File: config.mk
export PLATFORM = sky130hd
export DESIGN_NAME = pipe_reg_ctrl
export DESIGN_NICKNAME = d
export VERILOG_FILES = /design/src/rtl/pipe_reg_ctrl.sv
export SDC_FILE = /design/constraint.sdc
export NUM_CORES = 1
export LEC_CHECK = 0
export CAP_MARGIN = 15
export CORE_AREA = 2 2 39 41
export DETAILED_ROUTE_END_ITERATION = 8
export DIE_AREA = 0 0 41 43
export GPL_TIMING_DRIVEN = 0
export PLACE_DENSITY = 0.68
export SYNTH_ARGS = -nofsm -noshare
export SYNTH_HDL_FRONTEND = slang
export SYNTH_SLANG_ARGS = --single-unit
File: constraint.sdc
create_clock -name clk -period 3.8 [get_ports clk]
set_input_delay 0.76 -clock clk [delete_from_list [all_inputs] [get_ports clk]]
set_output_delay 0.76 -clock clk [all_outputs]
set_load 0.02 [all_outputs]
File: src/rtl/pipe_reg_ctrl.sv
// femtoRV32 pipeline-register sequencer: phase counter, bank loads/flushes, halt/drain.
// Optional perf counters (adv/stall/flush) when PIPE_PERF_CNT_EN is defined.
module pipe_reg_ctrl #(
  parameter int PHASES = 2,
  parameter int PW     = 3
) (
  input  logic          clk,
  input  logic          rst,
  input  logic          load_use,
  input  logic          branch_taken,
  input  logic          halt,
  input  logic          resume,
  output logic          pc_load,
  output logic          ifid_load,
  output logic          idex_load,
  output logic          exmem_load,
  output logic          memwb_load,
  output logic          ifid_flush,
  output logic          idex_flush,
  output logic          exmem_flush,
  output logic          mem_sel,
  output logic [PW-1:0] phase,
  output logic          halted
`ifdef PIPE_PERF_CNT_EN
  ,
  output logic [31:0]   adv_cnt,
  output logic [31:0]   stall_cnt,
  output logic [31:0]   flush_cnt
`endif
);

  typedef enum logic [1:0] {
    RUN     = 2'd0,
    HALTING = 2'd1,
    HALTED  = 2'd2
  } state_t;

  state_t        state;
  state_t        state_nxt;
  logic [PW-1:0] ph;
  logic [1:0]    drain_cnt;
  logic [1:0]    drain_nxt;
  logic          adv;
  logic          do_idle;
  logic          do_br;
  logic          do_bub;
  logic          do_halt;

  assign adv = (ph == PW'(PHASES - 1));

  always_ff @(posedge clk) begin
    if (!rst) begin
      ph        <= '0;
      state     <= RUN;
      drain_cnt <= '0;
    end else begin
      ph        <= adv ? '0 : ph + PW'(1);
      state     <= state_nxt;
      drain_cnt <= drain_nxt;
    end
  end

  always_comb begin
    state_nxt = state;
    drain_nxt = drain_cnt;
    if (adv) begin
      unique case (state)
        RUN: begin
          if (!branch_taken && !load_use && halt) begin
            state_nxt = HALTING;
            drain_nxt = '0;
          end
        end
        HALTING: begin
          if (branch_taken) begin
            state_nxt = RUN;
            drain_nxt = '0;
          end else begin
            drain_nxt = drain_cnt + 2'd1;
            if (drain_cnt == 2'd2)
              state_nxt = HALTED;
          end
        end
        HALTED: begin
          if (resume)
            state_nxt = RUN;
        end
        default: state_nxt = RUN;
      endcase
    end
  end

  // One-hot advance response; only one of these can be true at a time.
  assign do_idle = (state == HALTED);
  assign do_br   = !do_idle && branch_taken;
  assign do_bub  = !do_br && ((state == HALTING) ||
                   (state == RUN && load_use));
  assign do_halt = (state == RUN) && !branch_taken &&
                   !load_use && halt;

  always_comb begin
    pc_load     = 1'b0;
    ifid_load   = 1'b0;
    idex_load   = 1'b0;
    exmem_load  = 1'b0;
    memwb_load  = 1'b0;
    ifid_flush  = 1'b0;
    idex_flush  = 1'b0;
    exmem_flush = 1'b0;
    if (rst && adv) begin
      unique case (1'b1)
        do_idle: ;
        do_br: begin
          {pc_load, ifid_load, idex_load} = 3'b111;
          {exmem_load, memwb_load} = 2'b11;
          {ifid_flush, idex_flush, exmem_flush} = 3'b111;
        end
        do_bub: begin
          {idex_load, exmem_load, memwb_load} = 3'b111;
          idex_flush = 1'b1;
        end
        do_halt: begin
          {idex_load, exmem_load, memwb_load} = 3'b111;
        end
        default: begin
          {pc_load, ifid_load, idex_load} = 3'b111;
          {exmem_load, memwb_load} = 2'b11;
        end
      endcase
    end
  end

  assign mem_sel = rst && (ph == '0);
  assign phase   = rst ? ph : '0;
  assign halted  = rst && (state == HALTED);

`ifdef PIPE_PERF_CNT_EN
  always_ff @(posedge clk) begin
    if (!rst) begin
      adv_cnt   <= '0;
      stall_cnt <= '0;
      flush_cnt <= '0;
    end else begin
      if (state == RUN && pc_load)
        adv_cnt <= adv_cnt + 32'd1;
      if (state == RUN && idex_flush && !ifid_flush)
        stall_cnt <= stall_cnt + 32'd1;
      if (ifid_flush)
        flush_cnt <= flush_cnt + 32'd1;
    end
  end
`endif

endmodule
# Yosys cells after proc, flatten, opt, wreduce, memory -nomap -nowiden

Cells that the tools add are included.

Flip-flop bits (word level): 7
Bits in latches: 0
RAM bits: 0
Memory bits (read-only): 0
Output and inout bits: 13
Logic and storage cells: 54
Memories: 0

$add $sub $neg: 2
$mul: 0
Div/mod/pow operators: 0
Magnitude comparators: 0
Eq/ne operators: 7
Shifts and indexed selects: 0
Mux-type cells: 17
Bitwise gates (word level): 1
Reduce and logical (&&, ||, !) cells: 24

Operators by type and width:

| cell                | number |
|---|---|
| $mux 2              | 6 |
| $logic_and 1x1->1   | 11 |
| $mux 1              | 8 |
| $pmux 2 s3          | 1 |
| $eq 2x2->1 const B  | 2 |
| $logic_not 1->1     | 4 |
| $ne 2x2->1 const B  | 2 |
| $pmux 2 s2          | 1 |
| $reduce_and 4->1    | 1 |
| $reduce_or 2->1     | 2 |
| $add 3x1->3 const B | 1 |
| $eq 3x1->1 const B  | 1 |
| $logic_not 3->1     | 1 |
| $mux 3              | 1 |
| $ne 3x3->1 const B  | 1 |
| $reduce_and 3->1    | 1 |
| $reduce_or 3->1     | 1 |
| $add 2x1->2 const B | 1 |
| $eq 2x1->1 const B  | 1 |
| $logic_not 2->1     | 1 |
| $reduce_bool 2->1   | 1 |
| $logic_or 1x1->1    | 1 |
| $not 1->1           | 1 |

# Depth between registers and ports, before layout

Gate-level depths: netlist of run 1.

Depth in word-level cells: 8
Mapped depth: 6
Gate-level depth less buffers: 5

# Worst setup path before layout of run 1

No wires, ideal clock.

Path kind: input port to output port
Start: input rst
End: output pc_load
Arrival time: 1817 ps
Data required time: 3040 ps
Slack: 1223 ps
Cell stages on the path: 4
Path buffers: 1
Cell sequence: nand3b_1 > a21oi_1 > o31a_2 > buf_4

Cells in the longest elaborated chain, start to end: 2

RTL lines:

| element           | RTL line | RTL |
|---|---|---|
| start, declared   | 8        | `input logic rst,` |
| $logic_and 1x1->1 | 110      | `if (rst && adv) begin` |
| $mux 1            | -        |  |
| end, declared     | 13       | `output logic pc_load,` |

Every way passes these cells.

# Worst setup path in the final report of run 1

Start: input rst
End: output pc_load

Cells in the longest elaborated chain, start to end: 2

RTL lines:

| element           | RTL line |
|---|---|
| $logic_and 1x1->1 | 110 |
| $mux 1            | 110 |

Every way passes these cells.

==> metrics.cfg, run 1 <==
[yosys]
yosysTopAreaCell=dfxtp_1
synthDistinctLibCells=21
ys.flop_type=dfxtp_1
yosysSeqAreaShare_pct=29.4
synth_seq_cells=7
synth_edf_count=0
async_reset_ff_share_pct=0
synth_area_sq_um=477
yosys_warnings=0
synth_top_area_share_pct=29.4
syn_inst=60
netlist_top_cells_count=7 x dfxtp_1, 7 x inv_1, 5 x buf_4
avgSynthCellArea_sq_um=7.95
synth_fp_nets=70
synthTopCellsByArea=dfxtp_1 29%, ha_1 10%, buf_4 7.9%

[floorplan]
initial_utilization_pct=34.4
rows=14
io_pins=19
dieArea_sq_um=1760
die_h_um=43
die_w_um=41
core_region_area_sq_um=1380

[clocking]
post-cts-setup-buffers=0
cts_tree=yes
h-tree-depth=1
clk_pin_slew_ns=0.05
cts_resized=0
clockBufferDepth=2
ctsHoldBuffers=0
cts_buffers=3
root_buffer=clkbuf_4
clk_latency_ns=0.25
numClockSinks=7

[cells_and_area]
fill_cells=162
ff_latch_area_sq_um=140
multiInputGateArea_sq_um=273
final_cells=98
nets=93
n_antenna_cell=0
synthToLayoutAreaGrowth_pct=47.5
drive_gt1_share_pct=13.4

[grt]
grt_max_degree=11
grt_pass1_wl_mm=1.72
grt-ovfl-total=0
grt_usage_pct=14.3
antenna_found_initial=0
grt_pass1_vias=416

[power_and_ir_drop]
power_density_nw_per_um2=327
leakage_nw=0.268
max-vdd-ir-drop_v=0.000169

[worst_setup_path]
cp.arrival_ns=2.64
critPathMostFrequentCell=clkdlybuf4s50_1
ff2ff_setup_slack_ns=2.27
end_kind=output port
setup.worst_path.class=primary input to output port
crit_slowest_cell=clkdlybuf4s50_1
worstPathCellList=clkdlybuf4s50_1 > nand3b_1 > a21oi_1 > o31a_2 > buf_4 > clkdlybuf4s50_1
start_kind=primary input
crit_fanout=6
cpPeakStageDelay_ns=0.59
crit_required_ns=3.04

[place]
io_buffers=18
dp_hpwl_um=793
place.gp.congestion=0.807
dp_cells=94

[timing]
worstMarginPinSlew_ns=0.339
setup_viol=0
rsz0062_at_grt=no
holdWs_ns=0.509
finalSetupTns_ns=0
skew_ns=0.000594
slew_headroom_pct=77.4
timing.final.crit_share_pct=89.5
max_freq_mhz=294
slew_viol_final=0
finalHoldViolCount=0
fin_crit_ns=3.40

[worst_hold_path]
hp-class=register to register

[run_status]
status=completed

[drt]
viasPerCell=5.07
drt_wl_total_mm=1.05
wl_per_cell_um=10.7
drtPass1Iterations=4
drcViolationCount=0
drtIter0Drc=16
vias=497
final_antenna_net_count=0

[flow_run]
max_cap_violations=0

==> kinds of logic (layout without fill, tap and decap cells) <==
| logic type | count (synthesis) | in the layout | share of synthesized area (%) |
|---|---|---|---|
| compound gates | 12 | 12 | 14.7 |
| fa+ha+maj | 4 | 4 | 10.5 |
| simple gates | 25 | 25 | 32.0 |
| buf+inv | 12 | 34 | 13.4 |
| flops | 7 | 7 | 29.4 |
==> registers in the layout (all words and copies together) (netlist names) <==
| signal | count |
|---|---|
| state | 2 |
| ph | 3 |
| drain_cnt | 2 |
==> placed cells by master (no fill, tap or decap), drive strengths merged, types with 3 or more instances in the layout <==
cell / Yosys / routed
ha: 4 / 4
o21ai: 4 / 4
a21oi: 4 / 4
nor2: 4 / 4
and3: 3 / 3
clkdlybuf4s50: 0 / 18
inv: 7 / 7
nor3: 3 / 3
clkbuf: 0 / 4
dfxtp: 7 / 7
or4: 4 / 4
buf: 5 / 5
==> critical path, delay by kind of cell <==
kind | cells | cell delay, ns
AOI/OAI and AO/OA | 2 | 0.52
buffers and inverters | 3 | 1.23
and+or+nand+nor | 1 | 0.12
==> stage by stage <==
| step | util (%) | worst slack [ns] | instance area (sq um) | total power, W |
|---|---|---|---|---|
| floorplan | - | 1.22 | 477 | 0.000129 |
| global placement | 48.9 | 0.368 | 677 | 0.000163 |
| detailed placement | 48.9 | 0.357 | 677 | 0.000164 |
| CTS | 50.8 | 0.362 | 703 | 0.000233 |
| global route | 50.8 | 0.256 | 703 | 0.000248 |
| finish | 50.8 | 0.400 | 703 | 0.000230 |
==> final timing paths <==
check,start,to,cells after the start
setup / recovery,rst,pc_load,6
hold / removal,drain_cnt[1],drain_cnt[1],2
setup reg to reg,ph[1],drain_cnt[0],5
hold reg to reg,drain_cnt[1],drain_cnt[1],2
==> cell type report <==
cell class,instances,area share [%]
plain buffers,5,5.34
well taps,16,2.85
inverters,7,3.74
repair buffers,18,25.6
multi-input cells,41,38.8
clock buffers,4,3.74
flip-flops and latches,7,19.9
==> per-layer routing <==
layer	up-vias	routed length [um]	global-route usage (%)
li1	254	-	-
met1	221	487	17.7
met2	20	463	20.6
met3	2	74	3.14
met4	0	21	10.0
met5	-	0	0
==> power by group <==
group / leakage (nW) / switching [W] / internal [W]
logic: 0.196 / 0.0000395 / 0.0000400
registers: 0.0569 / 0.00000398 / 0.0000784
clock network: 0.0150 / 0.0000279 / 0.0000401
(Power assumes the default switching activity.)
==> run 2: changes to the inputs <==
CTS_CLUSTER_SIZE = 25   (was unset)
==> results of run 2 <==
The final DEF is identical to that of run 1; final timing and power are the same.
==> run 3: changes to the inputs <==
CTS_CLUSTER_SIZE = unset   (was 25)
SKIP_CTS_REPAIR_TIMING = 1   (was unset)
==> results of run 3 <==
The final DEF is identical to that of run 1; final timing and power are the same.
